--- src/rtl/cnn_pkg.sv ---
// Shared CNN constants: conv sample width, conv1 map size and channel count.
// Parameter defaults of the conv1 pooling stage are taken from here.
package cnn_pkg;

    localparam int DATA_W      = 12;
    localparam int CONV1_MAP_W = 24;
    localparam int CONV1_CH    = 3;

    // Counter/index width that never collapses to zero bits.
    function automatic int idx_w(input int n);
        return (n > 1) ? $clog2(n) : 1;
    endfunction

endpackage

--- src/rtl/pool2x2_ch.sv ---
// One channel of 2x2 stride-2 max pooling: optional ReLU, pair register,
// half-width line buffer and window compare. ReLU enabled by CONV1_POOL_RELU_EN.
module pool2x2_ch
    import cnn_pkg::*;
#(
    parameter int DATA_W = cnn_pkg::DATA_W,
    parameter int IN_W   = cnn_pkg::CONV1_MAP_W,
    localparam int HALF_W = IN_W / 2,
    localparam int IDX_W  = idx_w(HALF_W)
) (
    input  logic                     clk,
    input  logic                     rst,
    input  logic                     i_valid,
    input  logic                     i_col_odd,
    input  logic                     i_row_odd,
    input  logic [IDX_W-1:0]         i_lb_idx,
    input  logic signed [DATA_W-1:0] i_sample,
    output logic signed [DATA_W-1:0] o_pool
);

    logic signed [DATA_W-1:0] w_sample;
    logic signed [DATA_W-1:0] w_pair_max;
    logic signed [DATA_W-1:0] w_lb_rd;
    logic signed [DATA_W-1:0] w_win_max;
    logic signed [DATA_W-1:0] r_pair;
    logic signed [DATA_W-1:0] r_pool;
    logic signed [DATA_W-1:0] r_lb [HALF_W];

`ifdef CONV1_POOL_RELU_EN
    assign w_sample = i_sample[DATA_W-1] ? '0 : i_sample;
`else
    assign w_sample = i_sample;
`endif

    // All operands are signed and equal width, so these are true signed compares.
    assign w_pair_max = (w_sample > r_pair) ? w_sample : r_pair;
    assign w_lb_rd    = r_lb[i_lb_idx];
    assign w_win_max  = (w_lb_rd > w_pair_max) ? w_lb_rd : w_pair_max;

    // NOTE: non-blocking assignments in clocked blocks so every register samples
    // pre-edge values regardless of statement or process order.
    always_ff @(posedge clk or posedge rst) begin
        if (rst) begin
            r_pair <= '0;
            r_pool <= '0;
        end else if (i_valid) begin
            if (!i_col_odd) begin
                r_pair <= w_sample;
            end else if (i_row_odd) begin
                r_pool <= w_win_max;
            end
        end
    end

    // NOTE: the line buffer has no reset; an even row always writes entry col/2
    // before the following odd row reads it, and a reset restarts at row 0.
    always_ff @(posedge clk) begin
        if (i_valid && i_col_odd && !i_row_odd) begin
            r_lb[i_lb_idx] <= w_pair_max;
        end
    end

    assign o_pool = r_pool;

endmodule

--- src/rtl/conv1_pool.sv ---
// Conv1 2x2 max pooling over three channels with shared raster counters and
// valid/frame_done control. Define CONV1_POOL_RELU_EN to ReLU inputs before pooling.
module conv1_pool
    import cnn_pkg::*;
#(
    parameter int DATA_W = cnn_pkg::DATA_W,
    parameter int IN_W   = cnn_pkg::CONV1_MAP_W
) (
    input  logic                     clk,
    input  logic                     rst,
    input  logic                     valid_out_calc,
    input  logic signed [DATA_W-1:0] conv_out_1,
    input  logic signed [DATA_W-1:0] conv_out_2,
    input  logic signed [DATA_W-1:0] conv_out_3,
    output logic signed [DATA_W-1:0] pool_out_1,
    output logic signed [DATA_W-1:0] pool_out_2,
    output logic signed [DATA_W-1:0] pool_out_3,
    output logic                     valid_out_pool,
    output logic                     frame_done
);

    localparam int CNT_W  = idx_w(IN_W);
    localparam int HALF_W = IN_W / 2;
    localparam int IDX_W  = idx_w(HALF_W);

    logic [CNT_W-1:0] r_col;
    logic [CNT_W-1:0] r_row;
    logic [CNT_W-1:0] w_col_nxt;
    logic [CNT_W-1:0] w_row_nxt;
    logic             w_last_col;
    logic             w_last_row;
    logic             w_win_done;
    logic [IDX_W-1:0] w_lb_idx;
    logic             r_valid_pool;
    logic             r_frame_done;

    assign w_last_col = (r_col == CNT_W'(IN_W - 1));
    assign w_last_row = (r_row == CNT_W'(IN_W - 1));
    assign w_win_done = valid_out_calc && r_col[0] && r_row[0];
    assign w_lb_idx   = IDX_W'(r_col >> 1);

    // NOTE: defaults first so every path assigns both signals and no latch is inferred.
    always_comb begin
        w_col_nxt = r_col;
        w_row_nxt = r_row;
        if (valid_out_calc) begin
            if (w_last_col) begin
                w_col_nxt = '0;
                w_row_nxt = w_last_row ? '0 : r_row + CNT_W'(1);
            end else begin
                w_col_nxt = r_col + CNT_W'(1);
            end
        end
    end

    always_ff @(posedge clk or posedge rst) begin
        if (rst) begin
            r_col        <= '0;
            r_row        <= '0;
            r_valid_pool <= 1'b0;
            r_frame_done <= 1'b0;
        end else begin
            r_col        <= w_col_nxt;
            r_row        <= w_row_nxt;
            r_valid_pool <= w_win_done;
            r_frame_done <= w_win_done && w_last_col && w_last_row;
        end
    end

    pool2x2_ch #(.DATA_W(DATA_W), .IN_W(IN_W)) u_ch1 (
        .clk       (clk),
        .rst       (rst),
        .i_valid   (valid_out_calc),
        .i_col_odd (r_col[0]),
        .i_row_odd (r_row[0]),
        .i_lb_idx  (w_lb_idx),
        .i_sample  (conv_out_1),
        .o_pool    (pool_out_1)
    );

    pool2x2_ch #(.DATA_W(DATA_W), .IN_W(IN_W)) u_ch2 (
        .clk       (clk),
        .rst       (rst),
        .i_valid   (valid_out_calc),
        .i_col_odd (r_col[0]),
        .i_row_odd (r_row[0]),
        .i_lb_idx  (w_lb_idx),
        .i_sample  (conv_out_2),
        .o_pool    (pool_out_2)
    );

    pool2x2_ch #(.DATA_W(DATA_W), .IN_W(IN_W)) u_ch3 (
        .clk       (clk),
        .rst       (rst),
        .i_valid   (valid_out_calc),
        .i_col_odd (r_col[0]),
        .i_row_odd (r_row[0]),
        .i_lb_idx  (w_lb_idx),
        .i_sample  (conv_out_3),
        .o_pool    (pool_out_3)
    );

    assign valid_out_pool = r_valid_pool;
    assign frame_done     = r_frame_done;

endmodule

--- config.mk ---
export PLATFORM = sky130hd
export DESIGN_NAME = conv1_pool
export DESIGN_NICKNAME = d
export VERILOG_FILES = /design/src/rtl/cnn_pkg.sv /design/src/rtl/pool2x2_ch.sv /design/src/rtl/conv1_pool.sv
export SDC_FILE = /design/constraint.sdc
export NUM_CORES = 1
export LEC_CHECK = 0
export ABC_AREA = 1
export CORE_MARGIN = 5
export CORE_UTILIZATION = 65
export DETAILED_ROUTE_END_ITERATION = 12
export HOLD_SLACK_MARGIN = 0.12
export PLACE_DENSITY = 0.84
export SYNTH_ARGS = -nofsm -noshare
export SYNTH_HDL_FRONTEND = slang
export SYNTH_HIERARCHICAL = 1
export SYNTH_SLANG_ARGS = --single-unit
--- constraint.sdc ---
create_clock -name clk -period 6.4 [get_ports clk]
set_clock_uncertainty 0.1 [all_clocks]
set_input_delay 0.64 -clock clk [delete_from_list [all_inputs] [get_ports clk]]
set_output_delay 0.64 -clock clk [all_outputs]
set_load 0.01 [all_outputs]
==> out/metrics.yaml, run 1 <==
cts_setup_buffers: 0
die_y_um: 202
status: "finished, final reports clean"
m1WireLength_um: 21700
dp.cells: 2920
dieArea_um2: 40800
clkTransAtPathRegs_ps: 60
dr.first_iter.drc_count: 2039
highest_layer: "met4"
maxCapViolCount: 0
worstPathArrival_ps: 5100
gp_congestion: 0.893
cts.sinks: 516
powerDensity_nw_per_um2: 566
critPathMaxFanout: 13
setup-violations-final: 0
design_area_um2: 26700
ir_drop_mv: 0.417
cts.repair.resized: 0
grt_pass1_wl_um: 91100
firstDrtPassIters: 6
ios: 77
cts_tree: "built"
wl_per_cell_um: 19.2
worstSetupEndpointType: "flop"
rr_worst_depth: 16
tns_ps: 0
grt_setup_unrepaired: "no"
stdcell_count: 3015
placed_area_um2: 25100
whs_endpoint: "u_ch3/o_pool[6]"
crit_required_ps: 6770
dr_wl_met3_um: 6040
die_x_um: 202
syn-cell-area_um2: 24000
worstMarginPinSlew_ps: 1320
synth-seq-area-share: 0.629
root_buffer: "clkbuf_16"
grt_pass1_vias: 17700
clkLatencyLatePin_ps: 590
syn_to_final_growth_pct: 11.5
vias: 17800
p_leak_nw: 11.6
io_buffers: 76
rows: 70
drt-total-wl_um: 57800
hpwl_um: 35700
finalNetCount: 2618
h-tree-depth: 2
coreArea_um2: 36500
ant_nets: 0
crit_type: "in2reg"
cts_max_path_buffers: 3
post_synth_num_cell_types: 33
nFillCells: 2326
numCtsBuffers: 51
antenna_found_initial: 0
grtUsageTotal: 0.279
hold_path.class: "reg2reg"
worstHoldStart: "u_ch3/o_pool[6]"
syn_area_per_cell_um2: 9.88
p_total_mw: 15.1
drive_above_1_share: 0.0636
ff2ff_setup_slack_ps: 1730
maxSlewViolCount: 0
n_antenna_cell: 0
yosysWarnings: 6
hold_buffers: 0
start_util: 0.656
synthCells: 2424
ys_ff_latch: 516
max_slew_margin: 0.114
hold_violations: 0
min_period_ps: 4730
grt_max_degree: 65
fin_ws_ps: 1670
grt_overflow: 0
syn_nets: 2537
timing.rr.end: "u_ch3/o_pool[0]"
layout_commonest_cell: "nand2_1"
wl_met2_um: 28400
dp_slack_ps: 1250
min_path_cells: 2
worstReg2RegStart: "r_col[1]"
start_kind: "primary input"
period_share: 0.739
vias_per_cell: 5.90
drcViolationCount: 0
final_cell_mix: "nand2_1, edfxtp_1, inv_1, nand3_1, nor2_1"
fmax_mhz: 211
==> critical path, stage by stage <==
cell and delay [ps]:
clkdlybuf4s50_1 460, ha_1 380, nand2_1 100, inv_1 60, nand2_1 60, nor2_1 160, nand2_1 110, nand3_1 100
nand2_1 80, nand3_1 370, nand2_1 140, nand2_1 410, inv_1 110, ha_1 320, nand2_1 50, nor2_1 110
and2_1 160, nand4_1 380, nand2_1 540, nand3_1 190, nand2_1 100, nand2_1 50
==> state kept, by name, summed over array words and instances, names as in the netlist <==
signal	flops
r_col	5
u_ch2/r_pair	12
u_ch2/o_pool	12
u_ch2/r_lb	144
valid_out_pool	1
u_ch1/o_pool	12
r_row	5
u_ch1/r_lb	144
u_ch3/o_pool	12
u_ch1/r_pair	12
frame_done	1
u_ch3/r_pair	12
u_ch3/r_lb	144
==> per-stage QoR <==
step / hold WS [ps] / util
after CTS: 387 / 0.731
after detailed placement: 368 / 0.686
after global routing: 408 / 0.731
after global placement: 366 / 0.686
after floorplan: 368 / -
final: 385 / 0.731
==> cells by family after synthesis <==
| kind of cell | after synthesis | share of synthesized area |
|---|---|---|
| mux | 1 | 0.000470 |
| flops | 516 | 0.629 |
| fa+ha+maj | 74 | 0.0387 |
| buf+inv | 328 | 0.0611 |
| compound gates | 84 | 0.0179 |
| simple gates | 1421 | 0.253 |
==> worst max path at each step <==
stage	to	start
floorplan	u_ch2/o_pool[0]	conv_out_2[11]
global placement	u_ch1/o_pool[5]	conv_out_1[11]
detailed placement	u_ch2/o_pool[8]	conv_out_2[11]
CTS	u_ch3/o_pool[0]	conv_out_3[11]
global route	u_ch3/o_pool[0]	conv_out_3[11]
finish	u_ch3/o_pool[0]	conv_out_3[11]
==> Yosys cell counts <==
cell	number	area (um2)
nand3_1	180	901
and2_1	6	37.5
inv_2	6	22.5
dfrtp_1	84	2100
buf_12	1	20.0
nand2_2	5	31.3
nand3b_1	3	22.5
buf_6	11	124
o21ai_1	9	45.0
a21o_1	3	22.5
clkbuf_1	24	90.1
edfxtp_1	432	13000
o21ai_0	7	35.0
buf_2	26	130
nand4_1	79	494
nand2_8	1	20.0
a21oi_1	65	325
nand2_1	908	3410
nor2_4	7	78.8
clkinv_1	3	11.3
mux2_2	1	11.3
ha_1	74	926
nand2_4	3	33.8
nor2_2	2	12.5
nor3_1	34	170
buf_1	3	11.3
inv_4	3	18.8
nor2_1	176	661
nor3b_1	1	7.51
buf_4	25	188
nand3_2	15	150
nor2_8	1	20.0
inv_1	226	848
==> layer usage <==
layer / GRT usage / vias up
met2: 0.474 / 1092
met4: 0.111 / 0
met1: 0.367 / 8372
met5: 0 / -
li1: - / 8171
met3: 0.0414 / 144
==> layout make-up <==
type / count / area [um2] / area share
timing repair buffer: 118 / 1080 / 0.0403
clock buffer: 66 / 1380 / 0.0515
sequential: 516 / 15100 / 0.565
multi-input combinational: 1580 / 7410 / 0.278
inverter: 238 / 901 / 0.0337
clock inverter: 29 / 263 / 0.00984
tap: 468 / 586 / 0.0219
==> where the power goes <==
part / switching [mW] / leakage, nW / internal, mW
registers: 0.381 / 4.90 / 4.87
clock network: 1.24 / 0.786 / 1.68
logic: 4.95 / 5.88 / 2.00
total: 6.56 / 11.6 / 8.55
No activity file was read; power rests on OpenSTA's default activity.
==> inputs of run 2 (changes only) <==
--- a/config.mk
+++ b/config.mk
@@ -7,10 +7,10 @@
 export LEC_CHECK = 0
 export ABC_AREA = 1
 export CORE_MARGIN = 5
-export CORE_UTILIZATION = 65
+export CORE_UTILIZATION = 62
 export DETAILED_ROUTE_END_ITERATION = 12
 export HOLD_SLACK_MARGIN = 0.12
-export PLACE_DENSITY = 0.84
+export PLACE_DENSITY = 0.8
 export SYNTH_ARGS = -nofsm -noshare
 export SYNTH_HDL_FRONTEND = slang
 export SYNTH_HIERARCHICAL = 1
==> constraint.sdc (replaced) <==
create_clock -name clk -period 4.7 [get_ports clk]
set_clock_uncertainty 0.1 [all_clocks]
set_input_delay 0.47 -clock clk [delete_from_list [all_inputs] [get_ports clk]]
set_output_delay 0.47 -clock clk [all_outputs]
set_load 0.01 [all_outputs]
==> run 2 against run 1 <==
Net effect:
- register-to-register slack worse by 1200 ps
- worst setup slack got worse by 1100 ps
- hold slack got worse by 19 ps
- cell count grew 3.0%
- largest power group unchanged
==> out/metrics.yaml, run 2 (synthesis gave the netlist of run 1 again) <==
crit_start: "r_col[1]"  # was conv_out_3[11]
max_slew_margin: 0.141  # was 0.114
layout_commonest_cell: "nand2_1"  # unchanged
die_y_um: 207  # was 202 um
post-route-util: 0.704  # was 0.731
cts_setup_buffers: 0  # unchanged
nFillCells: 2641  # was 2326
final_cell_mix: "nand2_1, edfxtp_1, inv_1, nand3_1, nor2_1"  # unchanged
vias: 17700  # was 17800
grt_setup_unrepaired: "no"  # unchanged
dieArea_um2: 42700  # was 40800 um2
rr_worst_depth: 20  # was 16
ant_nets: 0  # unchanged
worstPathArrival_ps: 4520  # was 5100 ps
worstReg2RegStart: "r_col[1]"  # unchanged
dr.first_iter.drc_count: 1635  # was 2039
tns_ps: 0  # unchanged
clkTransAtPathRegs_ps: 60  # about the same
syn_to_final_growth_pct: 13.1  # was 11.5%
cts.sinks: 516  # unchanged
cts.repair.resized: 0  # unchanged
reg_top3: "u_ch1/r_lb: 144 flops, u_ch2/r_lb: 144 flops, u_ch3/r_lb: 144 flops"  # unchanged
ir_drop_mv: 0.517  # was 0.417 mV
cts_max_path_buffers: 3  # unchanged
dp.cells: 3014  # was 2920
stdcell_count: 3106  # was 3015
multiInputGateArea_um2: 7420  # was 7410 um2
worstSetupPathDepth: 20  # was 22
die_x_um: 207  # was 202 um
powerDensity_nw_per_um2: 768  # was 566 nW/um2
grtUsageTotal: 0.265  # was 0.279
maxSlewViolCount: 0  # unchanged
drt-total-wl_um: 56100  # was 57800 um
crit_type: "reg2reg"  # was in2reg
timing.critical_path.mode_cell: "nand2_1"  # unchanged
setup-violations-final: 0  # unchanged
start_kind: "flop"  # was primary input
grt_pass1_wl_um: 89100  # was 91100 um
critPathMaxStageDelay_ps: 980  # was 540 ps
crit_buf_inv: 2  # was 3
min_period_ps: 4150
io_buffers: 76  # unchanged
clkLatencyLatePin_ps: 580  # was 590 ps
hold_violations: 0  # unchanged
finalNetCount: 2662  # was 2618
antenna_found_initial: 1  # was 0
hold_path.class: "in2async"  # was reg2reg
hpwl_um: 36400  # was 35700 um
firstDrtPassIters: 5  # was 6
timing.rr.end: "u_ch3/o_pool[3]"  # was u_ch3/o_pool[0]
drive_above_1_share: 0.0796  # was 0.0636
period_share: 0.884
n_antenna_cell: 0  # unchanged
grt_max_degree: 52  # was 65
seq_area_um2: 15100  # unchanged
worstSetupEndpointType: "flop"  # unchanged
critPathMaxFanout: 51  # was 13
h-tree-depth: 2  # unchanged
maxCapViolCount: 0  # unchanged
p_leak_nw: 11.8  # was 11.6 nW
cp_top_family: "simple AND/OR/NAND/NOR gates"  # unchanged
ios: 77  # unchanged
worstMarginPinSlew_ps: 1280  # was 1320 ps
crit_required_ps: 5070  # was 6770 ps
root_buffer: "clkbuf_16"  # unchanged
critPathSlowestCell: "dfrtp_4"  # was nand2_1
rows: 72  # was 70
grt_pass1_vias: 17700  # about the same
wl_per_cell_um: 18.1  # was 19.2 um
crit_chain: "nand2_4 > inv_2 > nand2_1 > nand4_1 > nand2_1 > nand2_1 > nor2_1 > inv_1 > ha_1 > nand2_1 > nor2_1 > and2_1 > nand2_1 > nand3_1 > nand2_1 > nand2_1 > nand2_1 > nand3_1 > nand2_1 > nand2_1"  # was clkdlybuf4s50_1 > ha_1 > nand2_1 > inv_1 > nand2_1 > nor2_1 > nand2_1 > nand3_1 > nand2_1 > nand3_1 > nand2_1 > nand2_1 > inv_1 > ha_1 > nand2_1 > nor2_1 > and2_1 > nand4_1 > nand2_1 > nand3_1 > nand2_1 > nand2_1
status: "finished, final reports clean"  # unchanged
numCtsBuffers: 51  # unchanged
fmax_mhz: 241
drcViolationCount: 0  # unchanged
gp_congestion: 0.913  # was 0.893
cts_tree: "built"  # unchanged
coreArea_um2: 38500  # was 36500 um2
vias_per_cell: 5.69  # was 5.90
hold_buffers: 0  # unchanged
grt_overflow: 0  # unchanged
cp-endpoint: "u_ch3/o_pool[3]"  # was u_ch3/o_pool[0]
start_util: 0.623  # was 0.656
ff2ff_setup_slack_ps: 550  # was 1730 ps
==> run 2: cell count changes in the layout (fill, tap and decap cells not counted), moves of 2 or more <==
| cell | before | now |
|---|---|---|
| buf_4 | 42 | 86 |
| clkinv_4 | 4 | 1 |
| clkbuf_8 | 0 | 2 |
| clkinv_1 | 11 | 9 |
| clkinvlp_4 | 5 | 3 |
| inv_6 | 0 | 2 |
==> run 2: final cells by class <==
class | instances | area share
clock inverters | 24 | 0.00855
repair buffers | 162 | 0.0519
flip-flops and latches | 516 | 0.557
inverters | 238 | 0.0333
clock buffers | 68 | 0.0518
multi-input cells | 1580 | 0.274
well taps | 518 | 0.0239
==> run 2: power by group <==
part           switching (mW)  internal, mW  leakage [nW]
sequential              0.483          6.60          4.90
combinational            6.64          3.11          6.10
clock                    1.66          2.32         0.794
==> run 2: metal layers <==
| metal | up-vias | wire [um] | part of all wire | track usage |
|---|---|---|---|---|
| met5 | - | 13 | 0.00023 | 0 |
| met4 | 2 | 1510 | 0.027 | 0.0986 |
| met3 | 131 | 4760 | 0.085 | 0.0453 |
| met2 | 815 | 27800 | 0.50 | 0.458 |
| met1 | 8461 | 22000 | 0.39 | 0.338 |
| li1 | 8252 | - | - | - |
==> run 2: per-stage QoR <==
stage               instance area [um2]  power, mW  hold WS, ps  worst slack, ps
detailed placement                25500       16.7          364              157
finish                            27100       20.8          366              546
global route                      27100       22.3          407              213
floorplan                         24000       13.8          235             1310
CTS                               27100       20.8          355              614
global placement                  25500       16.3          361              370
==> run 2: worst min-delay path by stage <==
| stage | depth (start not counted) | startpoint | to |
|---|---|---|---|
| 6_report | 2 | rst | r_row[4] |
| 5_1_grt | 2 | u_ch1/o_pool[4] | u_ch1/o_pool[4] |
| 4_1_cts | 2 | rst | r_row[4] |
| 3_5_place_dp | 2 | u_ch3/o_pool[2] | u_ch3/o_pool[2] |
| 3_3_place_gp | 2 | u_ch1/o_pool[8] | u_ch1/o_pool[8] |
| 2_1_floorplan | 1 | rst | frame_done |
